==> src/rtl/arm_ctl_pkg.sv <==
// Shared types and decode helpers for the multicycle ARM control unit.
package arm_ctl_pkg;

  typedef enum logic [3:0] {
    S_FETCH  = 4'd0,
    S_DECODE = 4'd1,
    S_MEMADR = 4'd2,
    S_MEMRD  = 4'd3,
    S_MEMWB  = 4'd4,
    S_MEMWR  = 4'd5,
    S_EXECR  = 4'd6,
    S_EXECI  = 4'd7,
    S_ALUWB  = 4'd8,
    S_BRANCH = 4'd9,
    S_MULEX  = 4'd10
  } state_e;

  typedef enum logic [2:0] {
    ALU_ADD = 3'b000,
    ALU_SUB = 3'b001,
    ALU_AND = 3'b010,
    ALU_ORR = 3'b011,
    ALU_ADC = 3'b100
  } alu_ctl_e;

  // Data-processing cmd field encodings (instr[24:21])
  localparam logic [3:0] CMD_AND = 4'b0000;
  localparam logic [3:0] CMD_SUB = 4'b0010;
  localparam logic [3:0] CMD_ADD = 4'b0100;
  localparam logic [3:0] CMD_ADC = 4'b0101;
  localparam logic [3:0] CMD_CMP = 4'b1010;
  localparam logic [3:0] CMD_ORR = 4'b1100;

  // Condition codes (instr[31:28])
  localparam logic [3:0] COND_EQ = 4'b0000;
  localparam logic [3:0] COND_NE = 4'b0001;
  localparam logic [3:0] COND_CS = 4'b0010;
  localparam logic [3:0] COND_CC = 4'b0011;
  localparam logic [3:0] COND_MI = 4'b0100;
  localparam logic [3:0] COND_PL = 4'b0101;
  localparam logic [3:0] COND_VS = 4'b0110;
  localparam logic [3:0] COND_VC = 4'b0111;
  localparam logic [3:0] COND_HI = 4'b1000;
  localparam logic [3:0] COND_LS = 4'b1001;
  localparam logic [3:0] COND_GE = 4'b1010;
  localparam logic [3:0] COND_LT = 4'b1011;
  localparam logic [3:0] COND_GT = 4'b1100;
  localparam logic [3:0] COND_LE = 4'b1101;
  localparam logic [3:0] COND_AL = 4'b1110;
  localparam logic [3:0] COND_NV = 4'b1111;

  // Map a data-processing cmd onto the ALU operation; unlisted commands add.
  function automatic alu_ctl_e cmd_to_alu(input logic [3:0] cmd);
    alu_ctl_e res;
    case (cmd)
      CMD_SUB, CMD_CMP: res = ALU_SUB;
      CMD_AND:          res = ALU_AND;
      CMD_ORR:          res = ALU_ORR;
      CMD_ADC:          res = ALU_ADC;
      default:          res = ALU_ADD;
    endcase
    return res;
  endfunction

  // Only arithmetic operations produce meaningful C and V.
  function automatic logic alu_sets_cv(input alu_ctl_e op);
    return (op == ALU_ADD) || (op == ALU_SUB) || (op == ALU_ADC);
  endfunction

endpackage

==> src/rtl/cond_unit.sv <==
// Combinational evaluation of an ARM condition code against stored NZCV flags.
module cond_unit
  import arm_ctl_pkg::*;
(
  input  logic [3:0] i_cond,
  input  logic [3:0] i_flags,
  output logic       o_cond_ex
);

  logic w_n, w_z, w_c, w_v, w_ge;

  assign {w_n, w_z, w_c, w_v} = i_flags;
  assign w_ge = (w_n == w_v);

  // Decode all sixteen condition codes; NV is treated as never-execute.
  always_comb begin
    o_cond_ex = 1'b0;
    case (i_cond)
      COND_EQ: o_cond_ex = w_z;
      COND_NE: o_cond_ex = ~w_z;
      COND_CS: o_cond_ex = w_c;
      COND_CC: o_cond_ex = ~w_c;
      COND_MI: o_cond_ex = w_n;
      COND_PL: o_cond_ex = ~w_n;
      COND_VS: o_cond_ex = w_v;
      COND_VC: o_cond_ex = ~w_v;
      COND_HI: o_cond_ex = w_c & ~w_z;
      COND_LS: o_cond_ex = ~w_c | w_z;
      COND_GE: o_cond_ex = w_ge;
      COND_LT: o_cond_ex = ~w_ge;
      COND_GT: o_cond_ex = ~w_z & w_ge;
      COND_LE: o_cond_ex = w_z | ~w_ge;
      COND_AL: o_cond_ex = 1'b1;
      default: o_cond_ex = 1'b0;
    endcase
  end

endmodule

==> src/rtl/multicycle_controller.sv <==
// Multicycle ARM control unit: instruction sequencing FSM, NZCV flag register,
// condition gating and multiplier stall.
//
// state  | meaning
// FETCH  | read instruction at PC, load IR, PC <= PC+4
// DECODE | read registers, latch condition result
// MEMADR | compute load/store address
// MEMRD  | read data memory at ALU address
// MEMWB  | write loaded data to Rd (or PC)
// MEMWR  | write data memory
// EXECR  | data-processing, register operand
// EXECI  | data-processing, immediate operand
// ALUWB  | write ALU / multiplier result to Rd (or PC)
// BRANCH | PC <= PC+8+offset when condition holds
// MULEX  | multiplier busy for MUL_LATENCY cycles
module multicycle_controller
  import arm_ctl_pkg::*;
#(
  parameter int MUL_LATENCY = 2,
  parameter bit ENABLE_MUL  = 1'b1
) (
  input  logic       clk,
  input  logic       reset,
  input  logic [1:0] op,
  input  logic [5:0] funct,
  input  logic [3:0] cond,
  input  logic [3:0] rd,
  input  logic [3:0] instr74,
  input  logic [3:0] alu_flags,
  output logic       pc_write,
  output logic       adr_src,
  output logic       mem_write,
  output logic       ir_write,
  output logic       reg_write,
  output logic [1:0] alu_src_a,
  output logic [1:0] alu_src_b,
  output logic [1:0] result_src,
  output logic [1:0] imm_src,
  output logic [1:0] reg_src,
  output logic [2:0] alu_ctl,
  output logic [3:0] mul_ctl,
  output logic       carry,
  output logic       busy_mul
);

  state_e     r_state;
  logic [3:0] r_flags;
  logic       r_cond_ex;
  logic [3:0] r_mul_cnt;

  logic       w_cond_ex;
  logic       w_is_mul;
  logic       w_is_cmp;
  logic       w_rd_pc;
  logic       w_mul_last;
  logic       w_s_bit;
  logic       w_l_bit;
  logic       w_i_bit;
  alu_ctl_e   w_alu_dp;

  // The IR is held for the whole instruction, so decode from it directly.
  assign w_i_bit    = funct[5];
  assign w_s_bit    = funct[0];
  assign w_l_bit    = funct[0];
  assign w_is_mul   = ENABLE_MUL && (op == 2'b00) && (funct[5:4] == 2'b00) && (instr74 == 4'b1001);
  assign w_is_cmp   = (funct[4:1] == CMD_CMP);
  assign w_rd_pc    = (rd == 4'hF);
  assign w_alu_dp   = cmd_to_alu(funct[4:1]);
  assign w_mul_last = (r_mul_cnt == 4'(MUL_LATENCY - 1));

  assign imm_src = op;
  assign reg_src = {(op == 2'b01) && !w_l_bit, (op == 2'b10)};
  assign carry   = r_flags[1];

  cond_unit u_cond (
    .i_cond    (cond),
    .i_flags   (r_flags),
    .o_cond_ex (w_cond_ex)
  );

  // State sequencing, condition latch, flag commit and multiply cycle count.
  always_ff @(posedge clk or negedge reset) begin
    if (!reset) begin
      r_state   <= S_FETCH;
      r_flags   <= 4'b0000;
      r_cond_ex <= 1'b0;
      r_mul_cnt <= 4'd0;
    end else begin
      case (r_state)
        S_FETCH: r_state <= S_DECODE;
        S_DECODE: begin
          r_cond_ex <= w_cond_ex;
          case (op)
            2'b00: begin
              if (w_is_mul)     r_state <= S_MULEX;
              else if (w_i_bit) r_state <= S_EXECI;
              else              r_state <= S_EXECR;
            end
            2'b01:   r_state <= S_MEMADR;
            2'b10:   r_state <= S_BRANCH;
            default: r_state <= S_FETCH;
          endcase
        end
        S_MEMADR: r_state <= w_l_bit ? S_MEMRD : S_MEMWR;
        S_MEMRD:  r_state <= S_MEMWB;
        S_EXECR, S_EXECI: begin
          r_state <= S_ALUWB;
          if (w_s_bit && r_cond_ex) begin
            r_flags[3:2] <= alu_flags[3:2];
            if (alu_sets_cv(w_alu_dp)) r_flags[1:0] <= alu_flags[1:0];
          end
        end
        S_MULEX: begin
          if (w_mul_last) begin
            r_state   <= S_ALUWB;
            r_mul_cnt <= 4'd0;
            if (w_s_bit && r_cond_ex) r_flags[3:2] <= alu_flags[3:2];
          end else begin
            r_mul_cnt <= r_mul_cnt + 4'd1;
          end
        end
        default: r_state <= S_FETCH;
      endcase
    end
  end

  // Datapath controls decoded from the current state; writes gated by the latched condition.
  always_comb begin
    pc_write   = 1'b0;
    adr_src    = 1'b0;
    mem_write  = 1'b0;
    ir_write   = 1'b0;
    reg_write  = 1'b0;
    alu_src_a  = 2'b00;
    alu_src_b  = 2'b00;
    result_src = 2'b00;
    alu_ctl    = ALU_ADD;
    mul_ctl    = 4'b0000;
    busy_mul   = 1'b0;
    case (r_state)
      S_FETCH: begin
        ir_write   = 1'b1;
        pc_write   = 1'b1;
        alu_src_a  = 2'b01;
        alu_src_b  = 2'b10;
        result_src = 2'b10;
      end
      S_DECODE: begin
        alu_src_a  = 2'b01;
        alu_src_b  = 2'b10;
        result_src = 2'b10;
      end
      S_MEMADR: alu_src_b = 2'b01;
      S_MEMRD:  adr_src = 1'b1;
      S_MEMWR: begin
        adr_src   = 1'b1;
        mem_write = r_cond_ex;
      end
      S_MEMWB: begin
        result_src = 2'b01;
        reg_write  = r_cond_ex & ~w_rd_pc;
        pc_write   = r_cond_ex & w_rd_pc;
      end
      S_EXECR: alu_ctl = w_alu_dp;
      S_EXECI: begin
        alu_src_b = 2'b01;
        alu_ctl   = w_alu_dp;
      end
      S_ALUWB: begin
        // CMP only updates flags, so it never writes a destination.
        result_src = w_is_mul ? 2'b11 : 2'b00;
        reg_write  = r_cond_ex & ~w_is_cmp & ~w_rd_pc;
        pc_write   = r_cond_ex & ~w_is_cmp & w_rd_pc;
      end
      S_BRANCH: begin
        alu_src_b  = 2'b01;
        result_src = 2'b10;
        pc_write   = r_cond_ex;
      end
      S_MULEX: begin
        busy_mul = 1'b1;
        mul_ctl  = {1'b1, funct[3:1]};
      end
      default: ;
    endcase
  end

endmodule

==> config.mk <==
export PLATFORM = sky130hd
export DESIGN_NAME = multicycle_controller
export DESIGN_NICKNAME = d
export VERILOG_FILES = /design/src/rtl/arm_ctl_pkg.sv /design/src/rtl/cond_unit.sv /design/src/rtl/multicycle_controller.sv
export SDC_FILE = /design/constraint.sdc
export NUM_CORES = 1
export LEC_CHECK = 0
export CORE_UTILIZATION = 30
export CTS_BUF_LIST = sky130_fd_sc_hd__clkbuf_8
export DETAILED_ROUTE_END_ITERATION = 8
export GPL_TIMING_DRIVEN = 0
export HOLD_SLACK_MARGIN = 0.05
export PLACE_DENSITY_LB_ADDON = 0.1
export SLEW_MARGIN = 15
export SYNTH_ARGS = -nofsm -noshare
export SYNTH_HDL_FRONTEND = slang
export SYNTH_SLANG_ARGS = --single-unit
==> constraint.sdc <==
create_clock -name clk -period 2 [get_ports clk]
set_input_delay 0.4 -clock clk [delete_from_list [all_inputs] [get_ports clk]]
set_output_delay 0.4 -clock clk [all_outputs]
set_load 0.005 [all_outputs]
Yosys cells after proc, flatten, opt, wreduce, memory -nomap -nowiden
Index checks and enable logic that the tools add are counted. Widths: inputs -> output; s select.

Multiplexer cells: 26. Equal/unequal tests: 39. Reductions and logical operators: 22. Add/subtract/negate cells: 1. Bitwise logic cells: 16.

Operator list (number): $eq 4x4->1 const B (14); $eq 4x3->1 const B (9); $pmux 4 s6 (1); $eq 4x2->1 const B (5); $mux 4 (5); $pmux 1 s15 (1); $eq 4x1->1 const B (3); $logic_not 4->1 (3); $pmux 3 s4 (1); $pmux 4 s3 (1); $mux 2 (4); $pmux 2 s2 (2); $reduce_or 2->1 (4); $and 1x1->1 (7); $not 1->1 (7); $mux 1 (6); $mux 3 (2); $pmux 2 s3 (1); $reduce_or 3->1 (2); $add 4x1->4 const B (1); $logic_and 1x1->1 (4); $logic_not 2->1 (2); $ne 2x2->1 const B (2); $pmux 1 s4 (1); other kinds (14) (16).

Flip-flop bits (word level): 13. Output and inout bits: 24. Input port bits: 26. Word-level logic and storage cells: 109.

Logic depth before layout (Yosys ltp)
Gate-level depths: netlist of the first run.

Word-level depth: 9. Depth in mapped cells: 5. Depth with buffers taken out: 4.

By module
From an unflattened synthesis of the first run, not the netlist that was laid out.

Cell total of the unflattened synthesis: 141. Area total of the unflattened synthesis: 1236.2 µm².

By module, submodules not included: multicycle_controller (area an instance 1042.2 µm², cells each 113, instances 1, seq. area each 325.3 µm²); cond_unit (area an instance 193.9 µm², cells each 28, instances 1, seq. area each 0.0 µm²).

Worst setup path after synthesis of the first run
Ideal clock, no wire load.

Kind: input to output. From: input port funct[4]. To: output port result_src[0]. Buffers on the path: 0. Arrival: 1.143 ns. Required time: 1.600 ns. Stages on the path: 4. Path slack: 0.457 ns. Cells stage by stage: nor4b_1 and4b_1 a21oi_1 nor3_1.

Cells in the longest elaborated chain, start to end: 5.

Ends and longest elaborated chain: from (decl) (line multicycle_controller.sv:25) `input logic [5:0] funct,`; $logic_not 2->1 (line multicycle_controller.sv:65) `assign w_is_mul = ENABLE_MUL && (op == 2'b00) && (funct[5:4] == 2'b00) && (instr74 == 4'b1001);`; $logic_and 1x1->1 (2 in series) (line multicycle_controller.sv:65); $mux 2 (line multicycle_controller.sv:171) `result_src = w_is_mul ? 2'b11 : 2'b00;`; $pmux 2 s3 (line multicycle_controller.sv:140) `case (r_state)`; to (decl) (line multicycle_controller.sv:37) `output logic [1:0] result_src,`.

No other way between the ends.

Final worst setup path of the first run
From: register r_state[3]. To: output port mem_write.

Cells in the longest elaborated chain, start to end: 2.

Ends and longest elaborated chain: from (decl) (line multicycle_controller.sv:46) `state_e r_state;`; from (signal assigned) (line multicycle_controller.sv:104) `S_MEMADR: r_state <= w_l_bit ? S_MEMRD : S_MEMWR;`; $eq 4x3->1 (line multicycle_controller.sv:140); $mux 1 (line multicycle_controller.sv:140); to (decl) (line multicycle_controller.sv:32) `output logic mem_write,`.

No other way between the ends.

==> results by group, run 1 <==
Run status
  • Status: complete, no violations

Detailed routing
  • Detailed-route DRC error count: 0
  • Avg Vias per Cell: 5.048
  • Detailed Route Iter0 Violations: 72
  • Antenna viol nets, final: 0
  • Initial DRT Pass Iterations: 4
  • DRT Wirelength: 3336 um
  • DR vias: 1262
  • Drt wl/cell: 13.34 um

Timing
  • Pins over their slew limit: 0
  • Unrepaired setup endpoints after global routing: true
  • Worst Skew: 0.005439 ns
  • Crit path time final: 1.971 ns
  • Worst-Margin Slew: 0.5812 ns
  • Worst Hold Margin: 0.4368 ns
  • Max Fclk: 507.5 MHz
  • Period utilisation layout: 0.9853
  • Relative slew slack: 0.6113
  • Endpoints failing hold: 0
  • Final setup viols: 0

Synthesis
  • Leading cell types by count after synthesis: dfrtp_1, nand2_1
  • Mapped Nets: 161
  • Syn. warnings: 0
  • Synth top area cells: dfrtp_1, buf_4, mux2_2, xnor2_1, nand3_1
  • Top-count cell post-synth: dfrtp_1
  • Post-synthesis cell type count: 48
  • Ys async rst share: 1.000
  • Number of synthesized register bits: 13
  • Average cell area after synthesis: 8.462 um^2
  • Synth Instances: 135
  • Post-Syn Area: 0.001142 mm^2
  • Share of the synthesized area in the top cell type: 0.2848
  • Post-synth EDFFs: 0
  • Synth Flop Type: dfrtp_1
  • Yosys top cell by area: dfrtp_1
  • Sequential fraction of the synthesis area: 0.2848

Die
  • Die height: 63.71 um
  • CORE AREA: 0.003661 mm^2
  • Initial Util: 0.3120
  • Total die area: 0.004058 mm^2
  • IO Pins: 50
  • # rows: 22
  • Die X: 63.71 um

Setup path
  • Worst Path Arrival: 1.57 ns
  • CP max FO: 7
  • Worst Setup Start Kind: flip-flop
  • CP endpoint kind: primary output
  • Worst path required time: 1.60 ns
  • Crit path kind: reg -> out

GRT
  • Largest net degree at the start of global routing: 14
  • Total GRT Usage: 0.1775
  • Initial antenna violation count: 0
  • Vias in the first global route: 1262
  • Grt ovf: 0
  • First-pass GRT wire length: 5713 um

Cells and area
  • ANT cells: 0
  • Share of layout cells above drive strength 1: 0.3416
  • Util after Layout: 0.5202
  • Area Overhead vs Synth: 66.70%
  • Area occupied by multi-input gates: 794.5 um^2
  • Fill count: 351
  • Final nets: 229
  • Register Area: 327.8 um^2

CTS
  • H-tree Lvls: 1
  • Clk sinks: 13
  • Max clock buf depth: 2
  • Root Driver: clkbuf_8
  • Clock Latency Late Sink: 0.24 ns
  • CTS buffer count: 3
  • Hold_buf cts: 0
  • CTS tree: built
  • CTS clock-pin slew for the worst setup and hold paths: 0.05 ns

Hold path
  • HP Class: in -> reg

Placement
  • Post-DP HPWL: 2431 um
  • Routability cong.: 0.8403
  • Port bufs: 47

Power and ir drop
  • Peak supply drop: 0.0004380 V
  • Overall Power: 1681 uW
  • PwrDens: 882.8 mW/mm^2
  • Leakage power figure: 0.0008417 uW

Job
  • Max-cap violations: 0
==> report_power, final <==
part	total, uW	switching [uW]	internal, uW
Clock	224	88.7	135
Combinational	991	434	557
Sequential	467	118	349
Total	1680	640	1040
==> per-stage QoR <==
stage	std cells	worst slack [ns]	instance area (um^2)	TNS [ns]
global placement	230	-0.8393	1673	-3.770
floorplan	135	0.4573	1142	0
CTS	249	-0.04150	1894	-0.08278
detailed placement	230	-0.9719	1673	-4.312
finish	250	0.02949	1904	0
global route	250	-0.02133	1904	-0.04189
==> flip-flops by register name, summed over array words and instances, names as in the netlist <==
name       cells
r_flags        4
r_mul_cnt      4
r_state        4
r_cond_ex      1
==> layout make-up <==
class	count	area share
multi-input combinational	103	0.4172
timing repair buffer	63	0.2897
sequential	13	0.1721
buffer	12	0.05059
tap	48	0.03154
clock buffer	3	0.02168
inverter	7	0.01511
clock inverter	1	0.001971
==> repair_timing <==
action,CTS,global route
pin swaps,9,8
resized for setup,77,19
setup buffers,15,1
endpoints found under the setup margin,20,8
==> placed cells by master (no fill, tap or decap), types with 3 or more instances in the layout <==
master,instances
xnor2_1,5
nor2_1,4
nand2b_1,4
nand3_1,7
mux2_2,4
nand4_1,4
nand3b_1,3
o21ai_0,4
buf_4,18
buf_2,10
dfrtp_1,11
xor2_1,3
inv_1,6
nand2_1,8
clkdlybuf4s50_1,19
dlygate4sd2_1,14
clkbuf_8,4
and2_1,3
nor3_1,5
buf_6,6
==> logic make-up (layout without fill, tap and decap cells) <==
kind of cell,after synthesis,after routing,share of synthesized area
simple gates,62,62,0.3330
xor+xnor,8,8,0.06134
flops,13,13,0.2848
mux,6,6,0.05695
other cells,1,1,0.003283
compound gates,26,26,0.1720
buf+inv,19,86,0.08872
==> per-layer routing <==
layer	vias to the layer above	wire, um	track usage	share of wire
met5	-	0	0	0
met1	600	1426	0.2093	0.43
li1	633	-	-	-
met3	2	114	0.03261	0.034
met2	27	1787	0.3285	0.54
met4	0	8	0.03693	0.0024
==> worst max-delay path, cell delays in order (launching register included) <==
cell and delay [ns]:
dfrtp_2 0.45, nor2b_2 0.18, and4_1 0.21, clkdlybuf4s50_1 0.49
==> worst paths after layout <==
kind,start,end,slack (ns),depth (start not counted)
worst max-delay path,r_state[3],mem_write,0.03,3
worst min-delay path,op[1],r_state[2],0.44,2
worst max register to register,r_state[3],r_flags[0],0.22,5
worst min register to register,r_mul_cnt[3],r_mul_cnt[3],0.53,1
max in group asynchronous,reset,r_state[2],1.06,1
min in group asynchronous,reset,r_mul_cnt[2],0.53,1
(Power assumes the default switching activity.)
==> run 2, diff against run 1 <==
CAP_MARGIN = 40   (was unset)
DONT_BUFFER_PORTS = 1   (was unset)
==> run 2 against run 1 <==
Clock power about the same. Sequential share of layout area rose by 8.6 points. Core utilization fell by 18 points. Worst setup slack improved by 0.098 ns. Clock skew is 0.0037 ns lower. Die area unchanged. Combinational power fell by 36%. Clock-buffer cell count unchanged. Largest power group unchanged. Wire length fell by 16%. Non-clock buffer count decreased by 62.
==> results by group, run 2 (synthesized netlist as in run 1, its figures left out) <==
Placement
  • Placed Instances: 183 (was 230)
  • Post-DP HPWL: 2149 um (was 2431 um)
  • Routability cong.: 0.7792 (was 0.8403)
  • Port bufs: 0 (was 47)

Cells and area
  • Final nets: 167 (was 229)
  • Largest regs: r_flags (4), r_mul_cnt (4), r_state (4) (unchanged)
  • Finished Layout Cells: 188 (was 250)
  • Share of layout cells above drive strength 1: 0.1643 (was 0.3416)
  • Area occupied by multi-input gates: 715.7 um^2 (was 794.5 um^2)
  • ANT cells: 0 (unchanged)
  • Most common cell after layout, fill and taps aside: dfrtp_1 (was clkdlybuf4s50_1)
  • Area Overhead vs Synth: 10.19% (was 66.70%)
  • Fill count: 400 (was 351)
  • Util after Layout: 0.3438 (was 0.5202)
  • Most frequent cells in the layout: dfrtp_1, inv_1, nand2_1 (was clkdlybuf4s50_1, buf_4, dlygate4sd2_1, dfrtp_1, buf_2)
  • Register Area: 325.3 um^2 (was 327.8 um^2)

Timing
  • Period utilisation layout: 0.9364 (was 0.9853)
  • Pins over their slew limit: 0 (unchanged)
  • Worst-Margin Slew: 0.5929 ns (was 0.5812 ns)
  • Setup_tns: 0 ns (unchanged)
  • Worst Skew: 0.001786 ns (was 0.005439 ns)
  • Relative slew slack: 0.6034 (was 0.6113)
  • Crit path time final: 1.873 ns (was 1.971 ns)
  • Unrepaired setup endpoints after global routing: false (was true)
  • Final setup viols: 0 (unchanged)
  • Max Fclk: 534.0 MHz (was 507.5 MHz)
  • Endpoints failing hold: 0 (unchanged)
  • Worst Hold Margin: 0.2587 ns (was 0.4368 ns)

CTS
  • Max clock buf depth: 2 (unchanged)
  • Clk sinks: 13 (unchanged)
  • CTS tree: built (unchanged)
  • CTS buffer count: 3 (unchanged)
  • H-tree Lvls: 1 (unchanged)
  • Root Driver: clkbuf_8 (unchanged)
  • Clock Latency Late Sink: 0.24 ns (about the same)
  • CTS clock-pin slew for the worst setup and hold paths: 0.05 ns (about the same)

Detailed routing
  • Detailed-route DRC error count: 0 (unchanged)
  • Initial DRT Pass Iterations: 3 (was 4)
  • Drt wl/cell: 14.82 um (was 13.34 um)
  • Detailed Route Iter0 Violations: 52 (was 72)
  • DRT Wirelength: 2786 um (was 3336 um)
  • Antenna viol nets, final: 0 (unchanged)
  • Avg Vias per Cell: 5.463 (was 5.048)
  • DR vias: 1027 (was 1262)

Setup path
  • Critical path capture point: result_src[0] (was mem_write)
  • Crit path kind: in -> out (was reg -> out)
  • FF-to-FF path depth: 4 (was 5)
  • Worst path required time: 1.60 ns (about the same)
  • R2r endpoint: r_flags[0] (unchanged)
  • CP startpoint: funct[4] (was r_state[3])
  • CP endpoint kind: primary output (unchanged)
  • CP max FO: 4 (was 7)
  • Worst r2r src: r_state[1] (was r_state[3])
  • Worst Setup Start Kind: input port (was flip-flop)
  • Worst Path Arrival: 1.47 ns (was 1.57 ns)
  • R2r setup slk: 0.29 ns (was 0.22 ns)

GRT
  • First-pass GRT wire length: 4560 um (was 5713 um)
  • Vias in the first global route: 936 (was 1262)
  • Largest net degree at the start of global routing: 14 (unchanged)
  • Grt ovf: 0 (unchanged)
  • Initial antenna violation count: 0 (unchanged)
  • Total GRT Usage: 0.1408 (was 0.1775)

Die
  • CORE AREA: 0.003661 mm^2 (unchanged)
  • Die height: 63.71 um (unchanged)
  • # rows: 22 (unchanged)
  • Die X: 63.71 um (unchanged)
  • IO Pins: 50 (unchanged)
  • Initial Util: 0.3120 (unchanged)
  • Total die area: 0.004058 mm^2 (unchanged)

Power and ir drop
  • Peak supply drop: 0.0004531 V (was 0.0004380 V)
  • PwrDens: 1050 mW/mm^2 (was 882.8 mW/mm^2)
  • Leakage power figure: 0.0004888 uW (was 0.0008417 uW)

Run status
  • Status: complete, no violations (unchanged)

Job
  • Max-cap violations: 0 (unchanged)

Hold path
  • HP Class: in -> reg (unchanged)
  • WHS Path Cells: 1 (was 2)
run 2: power by group:
group          internal [uW]  total [uW]  switching, uW  leakage [uW]
combinational            290         633            343      0.000290
clock                    135         224           88.8     0.0000269
sequential               346         464            118      0.000172
total                    771        1320            550      0.000489
run 2: final cells by class:
type,count,area share
multi-input combinational,103,0.5686
tap,48,0.04771
clock inverter,1,0.002982
timing repair buffer,1,0.007952
clock buffer,3,0.03280
sequential,13,0.2584
inverter,7,0.02087
buffer,12,0.06064
run 2: critical path, stage by stage:
cell and delay [ns]:
nor4b_1 0.41, and4b_1 0.35, a21oi_1 0.09, nor3_1 0.21
run 2: per-stage QoR:
stage                     worst slack (ns)  total power [uW]  area, um^2
after detailed placement           0.04318              1090        1202
final                               0.1272              1321        1259
after floorplan                     0.4573             952.4        1142
after global placement             0.07162              1078        1202
after global routing               0.04010              1436        1259
after CTS                          0.04259              1328        1257
run 2: timing repair:
action,CTS,global route
resized for setup,0,2
buffers inserted,0,0
hold buffers,1,0
endpoints found under the setup margin,0,1
endpoints found under the hold margin,13,0
run 2: worst min path at each step:
| stage | start | endpoint | slack, ns |
|---|---|---|---|
| after detailed placement | reset | r_mul_cnt[0] | 0.10 |
| after CTS | op[1] | r_state[2] | 0.25 |
| after global placement | reset | r_flags[0] | 0.10 |
| final | op[1] | r_state[2] | 0.26 |
| after global routing | op[1] | r_state[2] | 0.24 |
| after floorplan | reset | r_cond_ex | 0.10 |
run 2: routing by layer:
metal | wire length [um] | GRT usage
met3 | 167 | 0.04891
met2 | 1400 | 0.2301
met1 | 1206 | 0.1786
met5 | 0 | 0
met4 | 11 | 0.02557
